[src/rtl/risc_kgp_pkg.sv]
// Shared types and widths for the risc_kgp fetch front end.
package risc_kgp_pkg;

  localparam int unsigned ADDR_W  = 32;
  localparam int unsigned INSTR_W = 32;

  typedef enum logic [1:0] {
    RUN   = 2'd0,
    HOLD  = 2'd1,
    FLUSH = 2'd2
  } fetch_state_e;

  typedef struct packed {
    logic [INSTR_W-1:0] instr;
    logic [ADDR_W-1:0]  pc;
  } fetch_entry_t;

  // Saturating 32-bit add used by the optional performance counters.
  function automatic logic [31:0] sat_add32(input logic [31:0] a, input logic [31:0] b);
    logic [32:0] sum;
    sum = {1'b0, a} + {1'b0, b};
    return sum[32] ? 32'hFFFF_FFFF : sum[31:0];
  endfunction

endpackage

[src/rtl/risc_fetch_unit_if.sv]
// Fetch-stage bus: instruction-memory read port, redirect input and the
// valid/ready instruction stream toward decode.
interface risc_fetch_unit_if;
  import risc_kgp_pkg::*;

  logic               imem_en;
  logic [ADDR_W-1:0]  imem_addr;
  logic [INSTR_W-1:0] imem_rdata;
  logic               redirect_valid;
  logic [ADDR_W-1:0]  redirect_pc;
  logic               instr_valid;
  logic               instr_ready;
  logic [INSTR_W-1:0] instr;
  logic [ADDR_W-1:0]  instr_pc;

  modport master (
    output imem_en, imem_addr, instr_valid, instr, instr_pc,
    input  imem_rdata, redirect_valid, redirect_pc, instr_ready
  );

  modport slave (
    input  imem_en, imem_addr, instr_valid, instr, instr_pc,
    output imem_rdata, redirect_valid, redirect_pc, instr_ready
  );

endinterface

[src/rtl/risc_fetch_fifo.sv]
// Prefetch FIFO holding {instr, pc} entries; clear dominates push/pop.
module risc_fetch_fifo
  import risc_kgp_pkg::*;
#(
  parameter int unsigned DEPTH = 4,
  parameter int unsigned CNT_W = $clog2(DEPTH + 1)
) (
  input  logic             clk,
  input  logic             reset,
  input  logic             clear,
  input  logic             push,
  input  fetch_entry_t     push_data,
  input  logic             pop,
  output logic [CNT_W-1:0] count,
  output fetch_entry_t     head
);

  localparam int unsigned PTR_W = (DEPTH > 1) ? $clog2(DEPTH) : 1;

  fetch_entry_t     mem_q [DEPTH];
  fetch_entry_t     mem_d [DEPTH];
  logic [PTR_W-1:0] wr_ptr_q, wr_ptr_d;
  logic [PTR_W-1:0] rd_ptr_q, rd_ptr_d;
  logic [CNT_W-1:0] count_q, count_d;

  always_comb begin
    mem_d    = mem_q;
    wr_ptr_d = wr_ptr_q;
    rd_ptr_d = rd_ptr_q;
    count_d  = count_q;
    if (clear) begin
      wr_ptr_d = '0;
      rd_ptr_d = '0;
      count_d  = '0;
    end else begin
      if (push) begin
        mem_d[wr_ptr_q] = push_data;
        wr_ptr_d        = wr_ptr_q + PTR_W'(1);
      end
      if (pop) begin
        rd_ptr_d = rd_ptr_q + PTR_W'(1);
      end
      case ({push, pop})
        2'b10:   count_d = count_q + CNT_W'(1);
        2'b01:   count_d = count_q - CNT_W'(1);
        default: count_d = count_q;
      endcase
    end
  end

  // Storage is cleared on reset so the head reads as zero out of reset.
  always_ff @(posedge clk) begin
    if (!reset) begin
      mem_q    <= '{default: '0};
      wr_ptr_q <= '0;
      rd_ptr_q <= '0;
      count_q  <= '0;
    end else begin
      mem_q    <= mem_d;
      wr_ptr_q <= wr_ptr_d;
      rd_ptr_q <= rd_ptr_d;
      count_q  <= count_d;
    end
  end

  assign count = count_q;
  assign head  = mem_q[rd_ptr_q];

endmodule

[src/rtl/risc_fetch_unit.sv]
// Instruction fetch stage: PC owner, credit-based imem requests, prefetch FIFO
// and redirect flush. Define RISC_FETCH_PERF_EN to add perf_fetched/perf_flushed.
module risc_fetch_unit
  import risc_kgp_pkg::*;
#(
  parameter int unsigned       DEPTH    = 4,
  parameter logic [ADDR_W-1:0] RESET_PC = '0,
  parameter logic [ADDR_W-1:0] PC_STEP  = ADDR_W'(1)
) (
  input  logic               clk,
  input  logic               reset,
  risc_fetch_unit_if.master  bus
`ifdef RISC_FETCH_PERF_EN
  ,
  output logic [31:0]        perf_fetched,
  output logic [31:0]        perf_flushed
`endif
);

  localparam int unsigned CNT_W = $clog2(DEPTH + 1);

  fetch_state_e      state_q, state_d;
  logic [ADDR_W-1:0] fetch_pc_q, fetch_pc_d;
  logic [ADDR_W-1:0] tag_pc_q, tag_pc_d;
  logic              inflight_q, inflight_d;

  logic [CNT_W-1:0]  count;
  logic [CNT_W-1:0]  occupancy_c;
  logic [CNT_W-1:0]  count_next_c;
  fetch_entry_t      head;
  fetch_entry_t      push_entry_c;
  logic              head_valid_c;
  logic              issue_c;
  logic              push_c;
  logic              pop_c;
  logic              redirect_c;

  // State register.
  always_ff @(posedge clk) begin
    if (!reset) begin
      state_q <= RUN;
    end else begin
      state_q <= state_d;
    end
  end

  // Next state: a redirect with a response in the air goes through FLUSH;
  // otherwise park in HOLD whenever the next cycle would have no credit.
  always_comb begin
    state_d = state_q;
    if (redirect_c) begin
      state_d = inflight_q ? FLUSH : RUN;
    end else if (32'(count_next_c) + 32'(issue_c) >= DEPTH) begin
      state_d = HOLD;
    end else begin
      state_d = RUN;
    end
  end

  // Issue/push/pop control and datapath next values.
  always_comb begin
    redirect_c   = bus.redirect_valid;
    head_valid_c = (count != '0);
    occupancy_c  = count + CNT_W'(inflight_q);
    issue_c      = reset && !redirect_c && (state_q != HOLD) &&
                   (occupancy_c < CNT_W'(DEPTH));
    push_c       = inflight_q && (state_q != FLUSH) && !redirect_c;
    pop_c        = head_valid_c && bus.instr_ready && !redirect_c;
    push_entry_c = '{instr: bus.imem_rdata, pc: tag_pc_q};

    if (redirect_c) begin
      count_next_c = '0;
    end else begin
      count_next_c = count + CNT_W'(push_c) - CNT_W'(pop_c);
    end

    fetch_pc_d = fetch_pc_q;
    tag_pc_d   = tag_pc_q;
    inflight_d = issue_c;
    if (redirect_c) begin
      fetch_pc_d = bus.redirect_pc;
    end else if (issue_c) begin
      fetch_pc_d = fetch_pc_q + PC_STEP;
      tag_pc_d   = fetch_pc_q;
    end
  end

  always_ff @(posedge clk) begin
    if (!reset) begin
      fetch_pc_q <= RESET_PC;
      tag_pc_q   <= '0;
      inflight_q <= 1'b0;
    end else begin
      fetch_pc_q <= fetch_pc_d;
      tag_pc_q   <= tag_pc_d;
      inflight_q <= inflight_d;
    end
  end

  risc_fetch_fifo #(
    .DEPTH (DEPTH),
    .CNT_W (CNT_W)
  ) u_fifo (
    .clk       (clk),
    .reset     (reset),
    .clear     (redirect_c),
    .push      (push_c),
    .push_data (push_entry_c),
    .pop       (pop_c),
    .count     (count),
    .head      (head)
  );

  // imem_en must be same-cycle with the credit check to meet 1-cycle memory latency.
  assign bus.imem_en     = issue_c;
  assign bus.imem_addr   = fetch_pc_q;
  assign bus.instr_valid = head_valid_c;
  assign bus.instr       = head.instr;
  assign bus.instr_pc    = head.pc;

`ifdef RISC_FETCH_PERF_EN
  logic [31:0] perf_fetched_q, perf_fetched_d;
  logic [31:0] perf_flushed_q, perf_flushed_d;
  logic [31:0] dropped_c;

  // Dropped work: FIFO contents on redirect plus any response that won't be pushed.
  always_comb begin
    dropped_c = '0;
    if (redirect_c || (state_q == FLUSH)) begin
      dropped_c = 32'(inflight_q) + (redirect_c ? 32'(count) : 32'd0);
    end
    perf_fetched_d = sat_add32(perf_fetched_q, 32'(push_c));
    perf_flushed_d = sat_add32(perf_flushed_q, dropped_c);
  end

  always_ff @(posedge clk) begin
    if (!reset) begin
      perf_fetched_q <= '0;
      perf_flushed_q <= '0;
    end else begin
      perf_fetched_q <= perf_fetched_d;
      perf_flushed_q <= perf_flushed_d;
    end
  end

  assign perf_fetched = perf_fetched_q;
  assign perf_flushed = perf_flushed_q;
`endif

endmodule
[src/flat_wrapper.sv]
// flat-port wrapper written by rule: the top's interface ports become plain ports
module risc_fetch_unit_flat import risc_kgp_pkg::*;
#(
  parameter int unsigned       DEPTH    = 4,
  parameter logic [ADDR_W-1:0] RESET_PC = '0,
  parameter logic [ADDR_W-1:0] PC_STEP  = ADDR_W'(1)
)
  (clk, reset, bus_imem_en, bus_imem_addr, bus_instr_valid, bus_instr, bus_instr_pc, bus_imem_rdata, bus_redirect_valid, bus_redirect_pc, bus_instr_ready);
  risc_fetch_unit_if bus_i ();
  input  logic clk;
  input  logic reset;
  output wire logic [$bits(bus_i.imem_en)-1:0] bus_imem_en;
  output wire logic [$bits(bus_i.imem_addr)-1:0] bus_imem_addr;
  output wire logic [$bits(bus_i.instr_valid)-1:0] bus_instr_valid;
  output wire logic [$bits(bus_i.instr)-1:0] bus_instr;
  output wire logic [$bits(bus_i.instr_pc)-1:0] bus_instr_pc;
  input wire logic [$bits(bus_i.imem_rdata)-1:0] bus_imem_rdata;
  input wire logic [$bits(bus_i.redirect_valid)-1:0] bus_redirect_valid;
  input wire logic [$bits(bus_i.redirect_pc)-1:0] bus_redirect_pc;
  input wire logic [$bits(bus_i.instr_ready)-1:0] bus_instr_ready;
  assign bus_imem_en = bus_i.imem_en;
  assign bus_imem_addr = bus_i.imem_addr;
  assign bus_instr_valid = bus_i.instr_valid;
  assign bus_instr = bus_i.instr;
  assign bus_instr_pc = bus_i.instr_pc;
  assign bus_i.imem_rdata = bus_imem_rdata;
  assign bus_i.redirect_valid = bus_redirect_valid;
  assign bus_i.redirect_pc = bus_redirect_pc;
  assign bus_i.instr_ready = bus_instr_ready;
  risc_fetch_unit #(.DEPTH(DEPTH), .RESET_PC(RESET_PC), .PC_STEP(PC_STEP)) u_core (.clk(clk), .reset(reset), .bus(bus_i));
endmodule
[config.mk]
export PLATFORM = sky130hd
export DESIGN_NAME = risc_fetch_unit_flat
export DESIGN_NICKNAME = d
export VERILOG_FILES = /design/src/rtl/risc_kgp_pkg.sv /design/src/rtl/risc_fetch_unit_if.sv /design/src/rtl/risc_fetch_fifo.sv /design/src/rtl/risc_fetch_unit.sv /design/src/flat_wrapper.sv
export SDC_FILE = /design/constraint.sdc
export NUM_CORES = 1
export LEC_CHECK = 0
export BUFFER_PORTS_ARGS = -buffer_cell sky130_fd_sc_hd__buf_4
export CAP_MARGIN = 20
export CORE_MARGIN = 2
export CORE_UTILIZATION = 50
export DETAILED_ROUTE_END_ITERATION = 7
export GPL_TIMING_DRIVEN = 0
export PLACE_DENSITY = 0.73
export SYNTH_ARGS = -nofsm -noshare
export SYNTH_HDL_FRONTEND = slang
export SYNTH_SLANG_ARGS = --single-unit
[constraint.sdc]
create_clock -name clk -period 2.7 [get_ports clk]
set_input_delay 0 -clock clk [delete_from_list [all_inputs] [get_ports clk]]
set_output_delay 0 -clock clk [all_outputs]
set_load 0.005 [all_outputs]
# Word level (Yosys, flattened, before mapping)
# Cells that the tools add are included.
# totals
register_bits,330
in_bits,68
output_inout_bits,98
elab_cells,65
# op_classes
n_addsub,9
n_lt_le_gt_ge,5
eq_ne,4
mux,13
bitwise,4
n_reduce_logical,15
# op_table
op,n
bitwise mux 256 bit,1
2-to-1 mux 64 bit,3
binary-select mux 64 bit (select 2 bit),1
demux 64 bit (select 2 bit),1
2-to-1 mux 32 bit,2
adder 32 x 1 -> 32 bit (second input constant),1
>= comparator 32 x 3 -> 1 bit (second input constant),1
logical AND 1 bit,8
adder 3 x 1 -> 3 bit,2
>= comparator 3 bit (second input constant),2
inverter 2 -> 3 bit,2
one-hot mux 3 bit (2 select lines),1
adder 2 x 1 -> 2 bit (second input constant),2
adder 3 x 1 -> 4 bit,1
2-to-1 mux 2 bit,2
AND reduction 2 bit,2
nonzero test 2 bit,2
adder 3 x 1 -> 3 bit (second input constant),1
less-than comparator 3 x 1 -> 1 bit (second input constant),1
less-than comparator 3 bit (second input constant),1
2-to-1 mux 3 bit,1
nonzero test 3 bit,1
subtractor 3 x 1 -> 3 bit,1
subtractor 3 x 1 -> 3 bit (second input constant),1
8 further kinds,9

# Depth between registers and ports, before layout
# Gate-level depths: netlist (run 1).
# logic_depth
word_depth,10
mapped_depth,9
mapped_depth_nobuf,8

# Modules after synthesis
# From an unflattened synthesis (run 1), not the netlist that was laid out.
# hier_totals
hier_cells,1628
area_unflattened_um2,15608.7
# modules_own_cells
mod,n_inst,cells_each,area_each_um2,seq_area_each_um2
risc_fetch_fifo,1,1229,12409.4,5265.0
risc_fetch_unit,1,399,3199.3,1341.3

# Worst setup path after synthesis (run 1)
# Ideal clock, no wire load.
# synth_timing
path_type,register to register
start,register u_core.fetch_pc_q[0] (netlist: u_core.bus.imem_addr[0])
end,register u_core.fetch_pc_q[28] (netlist: u_core.bus.imem_addr[28])
setup_ns,0.074
arrival_ns,2.296
required_ns,2.626
path_slack_ns,0.330
stages_incl_launch_ff,7
n_path_buf,0
period_less_slack_ns,2.370
cell_sequence,dfxtp_1 -> ha_1 -> nand3_4 -> or4_4 -> or4_4 -> or4_1 -> a31oi_1
# synth_between
elab_chain_cells,3
# synth_rtl
item,line,rtl
start: declaration,risc_fetch_unit.sv:23,"logic [ADDR_W-1:0] fetch_pc_q, fetch_pc_d;"
start signal: assignment,risc_fetch_unit.sv:94,fetch_pc_q <= fetch_pc_d;
adder 32 x 1 -> 32 bit,risc_fetch_unit.sv:83,fetch_pc_d = fetch_pc_q + PC_STEP;
2-to-1 mux 32 bit,risc_fetch_unit.sv:82,end else if (issue_c) begin
2-to-1 mux 32 bit,risc_fetch_unit.sv:80,if (redirect_c) begin
# No other way between the ends. The select of a mux whose other input is x is not followed.
# A chain may end at the register's enable or synchronous reset.

# Final worst setup path (run 1)
# Ends and elaborated chain as after synthesis.

==> out/qor.txt, run 1 <==
Root Buffer Master: clkbuf_16
RSZ-0062 raised after global routing: no
final hold slack: 14.1 ps
Port Buf Inserts: 163
Nets: 1,998
peak supply drop: 410 uV
Most common cell on crit path: or4_4
final setup violation count: 0
Post-Synth Adder-Cell Area: 0.00834
Detail Route Antenna Nets: 0
Pwr Total: 10,800 uW
initial antenna violation count: 0
IO Count: 166
vias per inst: 5.75
Crit Path Category: reg2reg
Final Max Slew Viols: 0
minimum clock period: 2590 ps
outcome: completed
top_reg_cell synth: dfxtp_1
largest net degree at the start of global routing: 15
Combinational Power Share: 0.064
fillers: 2,311
Total Routed Length: 43,200 microns
grt ovf: 0
Die Y: 170 microns
CP endpoint kind: register
clock slew at reported path FFs: 60 ps
Syn Area/Cell: 8.33 sq um
Min-Delay Path Class: in2reg
simple-gate share of the synthesized area: 0.215
post-synthesis async set-or-reset flop share: 0
CTS Buffer Depth: 3
Seq/Total Area, Yosys: 0.478
drt first pass iters: 5
area grow syn2layout: 26.1%
CTS sink count: 330
library cells used by synthesis: 48
cell count after synthesis: 1,657
clock share of power: 0.469
EDFF count, synth: 0
starting density of the core: 0.511
leakage power: 0.00593 uW
global-route wire length before repair: 67,800 microns
mux share of post-synthesis cell area: 0.107
M2 GR Usage: 0.506
WL per Instance: 18.9 microns
worst path required time: 3150 ps
Mapped Nets: 1,733
Top Usage Layer GRT: met2
critical path, cell by cell: ha_1, nand3_4, or4_4, or4_4, or4_1, a31oi_1
Sw Share: 0.230
largest family of logic cells by synthesized area: simple AND/OR/NAND/NOR gates
# rows: 60
#FFs+latches synth: 330
Final Core Density: 0.644
clock skew: 16.4 ps
synth warn: 0
Synth Area in Compound Gates: 0.146
WP data arrival: 3040 ps
Die Width: 170 microns
Slew @ Worst Pin: 948 ps
crit-path max FO: 9
core footprint: 27,000 sq um
routing usage on met1: 0.390
TritonCTS buffer count: 35
period utilisation layout: 0.959
max_slew headroom: 0.368
HPWL after DPL: 29,200 microns
via count: 13,200
ratio of cells with drive above 1 in the final layout: 0.160
number of DRC markers in iteration 0: 1,228
die area: 29,000 sq um
Remaining DRCs: 0
vias in the first global route: 12,800
TNS Setup: 0 ps
max incr delay on CP: 580 ps
Final Hold Vio Count: 0
CTS tree: yes
Psw: 2480 uW
pwr/cell area: 619 nW/um^2
slowest stage cell, crit path: or4_4
Seq pwr share: 0.467
setup ws final: 110 ps
routability cong.: 0.930
post-synthesis cell area: 13,800 sq um
Inserted Diodes: 0
met3 Usage GRT: 0.0479
xor and xnor fraction of the mapped netlist area: 0.00698
Startpoint Class: register
Fmax achieved: 0.386 GHz
total global-route track usage: 0.297
H-tree depth: 2
worst-skew pair later-pin latency: 530 ps
P_int: 8300 uW
Max-Cap Viols: 0
Post-Place Worst Slack: -104 ps
## cells in the mapped netlist (9+ instances only)
master / count / area share
clkbuf_1: 99 / 0.027
inv_1: 17 / 0.0046
nand3_1: 19 / 0.0069
a21oi_1: 307 / 0.11
a22oi_1: 9 / 0.0049
mux4_2: 64 / 0.10
buf_1: 20 / 0.0054
nand4_1: 15 / 0.0068
o21ai_0: 15 / 0.0054
a31oi_1: 15 / 0.0068
nand2_1: 612 / 0.17
nor3_1: 18 / 0.0065
o211ai_1: 12 / 0.0065
nor2_1: 13 / 0.0035
dfxtp_1: 330 / 0.48
## cells by family (layout without fill, tap and decap cells)
logic type                 after synthesis  count (layout)
AOI/OAI and AO/OA                      377             377
xor gates and xnor gates                11              11
adders and majority gates                8               8
buffers and inverters                  141             431
DFF                                    330             330
muxes                                   67              67
and+or+nand+nor                        723             723
## per-stage QoR
step	cells	instance area, sq um
4_1_cts	2289	17400
2_1_floorplan	1657	13800
3_3_place_gp	2161	15500
6_report	2288	17400
3_5_place_dp	2161	15500
5_1_grt	2288	17400
## cells in the final DEF, fill, tap and decap left out, types with 16 or more instances in the layout
cell | Yosys | layout
dlygate4sd3_1 | 0 | 67
nand2_1 | 612 | 612
nand3_1 | 19 | 19
clkbuf_16 | 0 | 36
inv_1 | 17 | 16
clkbuf_1 | 99 | 99
nor3_1 | 18 | 17
mux4_2 | 64 | 64
a21oi_1 | 307 | 305
dfxtp_1 | 330 | 330
buf_4 | 0 | 164
## path summary, 6_finish.rpt
path	from	end	slack, ps	cells after the start
setup / recovery	u_core.bus.imem_addr[0]	u_core.bus.imem_addr[28]	110	6
hold / removal	reset	u_core.bus.imem_addr[24]	10	4
setup reg to reg	u_core.bus.imem_addr[0]	u_core.bus.imem_addr[28]	110	6
hold reg to reg	u_core.u_fifo.mem_q[57]	u_core.u_fifo.mem_q[57]	450	2
## state kept, by name, indices dropped and copies added, names as in the netlist
| register | flops |
|---|---|
| u_core.u_fifo.mem_q | 256 |
| u_core.bus.imem_addr | 32 |
| u_core.tag_pc_q | 32 |
| u_core.u_fifo.count | 3 |
| u_core.state_q | 2 |
| u_core.u_fifo.rd_ptr_q | 2 |
| u_core.u_fifo.wr_ptr_q | 2 |
| u_core.inflight_q | 1 |
## layout make-up
class	instances	area (sq um)	share of cell area
buffer	120	502	0.0288
clock buffer	52	1040	0.0598
clock inverter	10	165	0.00948
inverter	18	71.3	0.00410
multi-input combinational	1186	6700	0.385
sequential	330	6610	0.379
tap	341	427	0.0245
timing repair buffer	231	1900	0.109
## critical path: cells and delay by family (launching register included)
kind | cells | cell delay, ps
flip-flops | 1 | 460
adder cells (fa/ha/maj) | 1 | 280
AO/OA/AOI/OAI | 1 | 170
AND/OR/NAND/NOR | 4 | 1600
## power by group through the flow
stage / Combinational [uW] / Sequential (uW) / Clock, uW
floorplan: 291 / 5110 / 0
global placement: 588 / 5140 / 0
detailed placement: 597 / 5140 / 0
CTS: 677 / 5030 / 5080
global route: 744 / 5050 / 5280
finish: 690 / 5040 / 5060
## layer usage
layer / vias to the layer above / routed length (microns)
li1: 6216 / -
met1: 6271 / 17800
met2: 594 / 20800
met3: 73 / 3450
met4: 0 / 1090
met5: - / 0
## timing repair
| item | 4_1_cts | 5_1_grt |
|---|---|---|
| resized for setup | 15 | 12 |
| endpoints found under the setup margin | 105 | 58 |
| hold buffers | 67 | 0 |
| cloned | 0 | 0 |
| setup buffers | 0 | 1 |
| hold endpoints to repair | 160 | 0 |
No activity file was read; power rests on OpenSTA's default activity.
==> inputs of run 2 (changes only) <==
--- a/config.mk
+++ b/config.mk
@@ -12,6 +12,7 @@
 export DETAILED_ROUTE_END_ITERATION = 7
 export GPL_TIMING_DRIVEN = 0
 export PLACE_DENSITY = 0.73
+export SKIP_CTS_REPAIR_TIMING = 1
 export SYNTH_ARGS = -nofsm -noshare
 export SYNTH_HDL_FRONTEND = slang
 export SYNTH_SLANG_ARGS = --single-unit
==> constraint.sdc (replaced) <==
create_clock -name clk -period 2.7 [get_ports clk]
set_input_delay 0.54 -clock clk [delete_from_list [all_inputs] [get_ports clk]]
set_output_delay 0.54 -clock clk [all_outputs]
set_load 0.005 [all_outputs]
==> out/qor.txt, run 2 (synthesized netlist as in run 1, its figures left out) <==
outcome: completed
ratio of cells with drive above 1 in the final layout: 0.171 (+0.0108)
Total Routed Length: 42,500 microns (-1.6%)
Max-Cap Viols: 0 (unchanged)
vias per inst: 5.82 (+1.3%)
Root Buffer Master: clkbuf_16
critical path, cell by cell: buf_6, buf_6, mux4_2, buf_4
# rows: 60 (unchanged)
die area: 29,000 sq um (unchanged)
leakage power: 0.00570 uW (-3.7%)
HPWL after DPL: 29,200 microns (unchanged)
Final Instance Area: 16,800 sq um (-3.5%)
TNS Setup: 0 ps (unchanged)
WL per Instance: 19.1 microns (+1.2%)
peak supply drop: 407 uV (-0.78%)
final hold slack: 270 ps (+256 ps)
Nets: 1,933 (-3.3%)
via count: 12,900 (-1.6%)
Die Width: 170 microns (unchanged)
final setup violation count: 0 (unchanged)
CP endpoint kind: output pin
Startpoint Class: register
slowest stage cell, crit path: mux4_2
clock skew: 19.8 ps (+3.40 ps)
CTS sink count: 330 (unchanged)
core footprint: 27,000 sq um (unchanged)
grt ovf: 0 (unchanged)
fillers: 2,397 (+3.7%)
Port Buf Inserts: 163 (unchanged)
Final Max Slew Viols: 0 (unchanged)
Die Y: 170 microns (unchanged)
max FFs per register: 256 (unchanged)
Crit Path Category: reg2out
cell count after placement: 2,161 (unchanged)
CTS tree: yes
Fmax achieved: 0.380 GHz (-1.5%)
vias in the first global route: 12,500 (-2.7%)
WP data arrival: 2090 ps (-950 ps)
RSZ-0062 raised after global routing: yes
pwr/cell area: 637 nW/um^2 (+2.9%)
total global-route track usage: 0.292 (-0.00565)
dpl cell area: 15,500 sq um (unchanged)
crit-path max FO: 10 (+1)
Detail Route Antenna Nets: 0 (unchanged)
Reg2Reg Setup Slack: 110 ps (about the same)
worst path required time: 2160 ps (-990 ps)
TritonCTS buffer count: 35 (unchanged)
Non-Filler Instances: 2,223 (-2.8%)
routability cong.: 0.930 (unchanged)
Remaining DRCs: 0 (unchanged)
drt first pass iters: 5 (unchanged)
area grow syn2layout: 21.7%
Most common cell on crit path: buf_6
H-tree depth: 2 (unchanged)
commonest non-fill, non-tap cell in the layout: nand2_1
Final Hold Vio Count: 0 (unchanged)
largest net degree at the start of global routing: 15 (unchanged)
max incr delay on CP: 580 ps (about the same)
period utilisation layout: 0.974 (+0.0143)
Inserted Diodes: 0 (unchanged)
initial antenna violation count: 0 (unchanged)
worst-skew pair later-pin latency: 530 ps (about the same)
clock slew at reported path FFs: 60 ps (about the same)
IO Count: 166 (unchanged)
Slew @ Worst Pin: 921 ps (-26.1 ps)
Largest Register: u_core.u_fifo.mem_q
max_slew headroom: 0.386 (+0.0174)
Min-Delay Path Class: in2reg
number of DRC markers in iteration 0: 1,306 (+6.4%)
global-route wire length before repair: 66,500 microns (-1.9%)
minimum clock period: 2630 ps (+38.6 ps)
most frequent cells in the layout: nand2_1, dfxtp_1, a21oi_1, buf_4, clkbuf_1
starting density of the core: 0.511 (unchanged)
CTS Buffer Depth: 3 (unchanged)
## run 2: changes by cell type in the layout (fill, tap and decap cells not counted), moves of 3 or more
cell / previous run / this run
clkbuf_2: 6 / 3
buf_1: 13 / 9
buf_6: 0 / 5
clkdlybuf4s15_2: 5 / 0
clkbuf_4: 0 / 6
buf_4: 164 / 167
dlygate4sd3_1: 67 / 0
## run 2: worst paths after layout
kind,start,end,cells after the start
max,u_core.u_fifo.rd_ptr_q[1],bus_instr_pc[13],4
max reg2reg,u_core.bus.imem_addr[0],u_core.bus.imem_addr[28],6
min,bus_redirect_pc[22],u_core.bus.imem_addr[22],3
min reg2reg,u_core.u_fifo.mem_q[57],u_core.u_fifo.mem_q[57],2
## run 2: per-stage QoR
step                setup WS (ps)   util  total power [uW]
floorplan                     110      -              5400
global placement             -815  0.572              5730
detailed placement           -829  0.572              5740
CTS                         -1010  0.617             10700
global route                -42.6  0.622             11000
finish                       71.0  0.622             10700
## run 2: worst max-delay path: cells and delay by family, from the launching register on
| kind | cells | cell delay [ps] |
|---|---|---|
| buffers and inverters | 3 | 620 |
| flip-flops | 1 | 360 |
| multiplexers | 1 | 580 |
## run 2: report_power, final
group	switching, uW	internal, uW	total (uW)	leakage, uW
Sequential	105	4940	5040	0.00267
Clock	2000	3060	5060	0.000594
Combinational	367	243	610	0.00244
## run 2: metal layers
metal / vias to the layer above / global-route usage / part of all wire
met1: 6168 / 0.389 / 0.41
met4: 0 / 0.0870 / 0.024
li1: 6076 / - / -
met5: - / 0 / 0
met3: 67 / 0.0472 / 0.083
met2: 630 / 0.489 / 0.48
## run 2: area by class of cell
| class | instances | area, sq um | area share |
|---|---|---|---|
| flip-flops and latches | 330 | 6610 | 0.393 |
| plain buffers | 119 | 529 | 0.0315 |
| clock inverters | 10 | 165 | 0.00983 |
| repair buffers | 167 | 1250 | 0.0746 |
| inverters | 18 | 67.6 | 0.00402 |
| multi-input cells | 1186 | 6710 | 0.399 |
| well taps | 341 | 427 | 0.0254 |
| clock buffers | 52 | 1040 | 0.0620 |
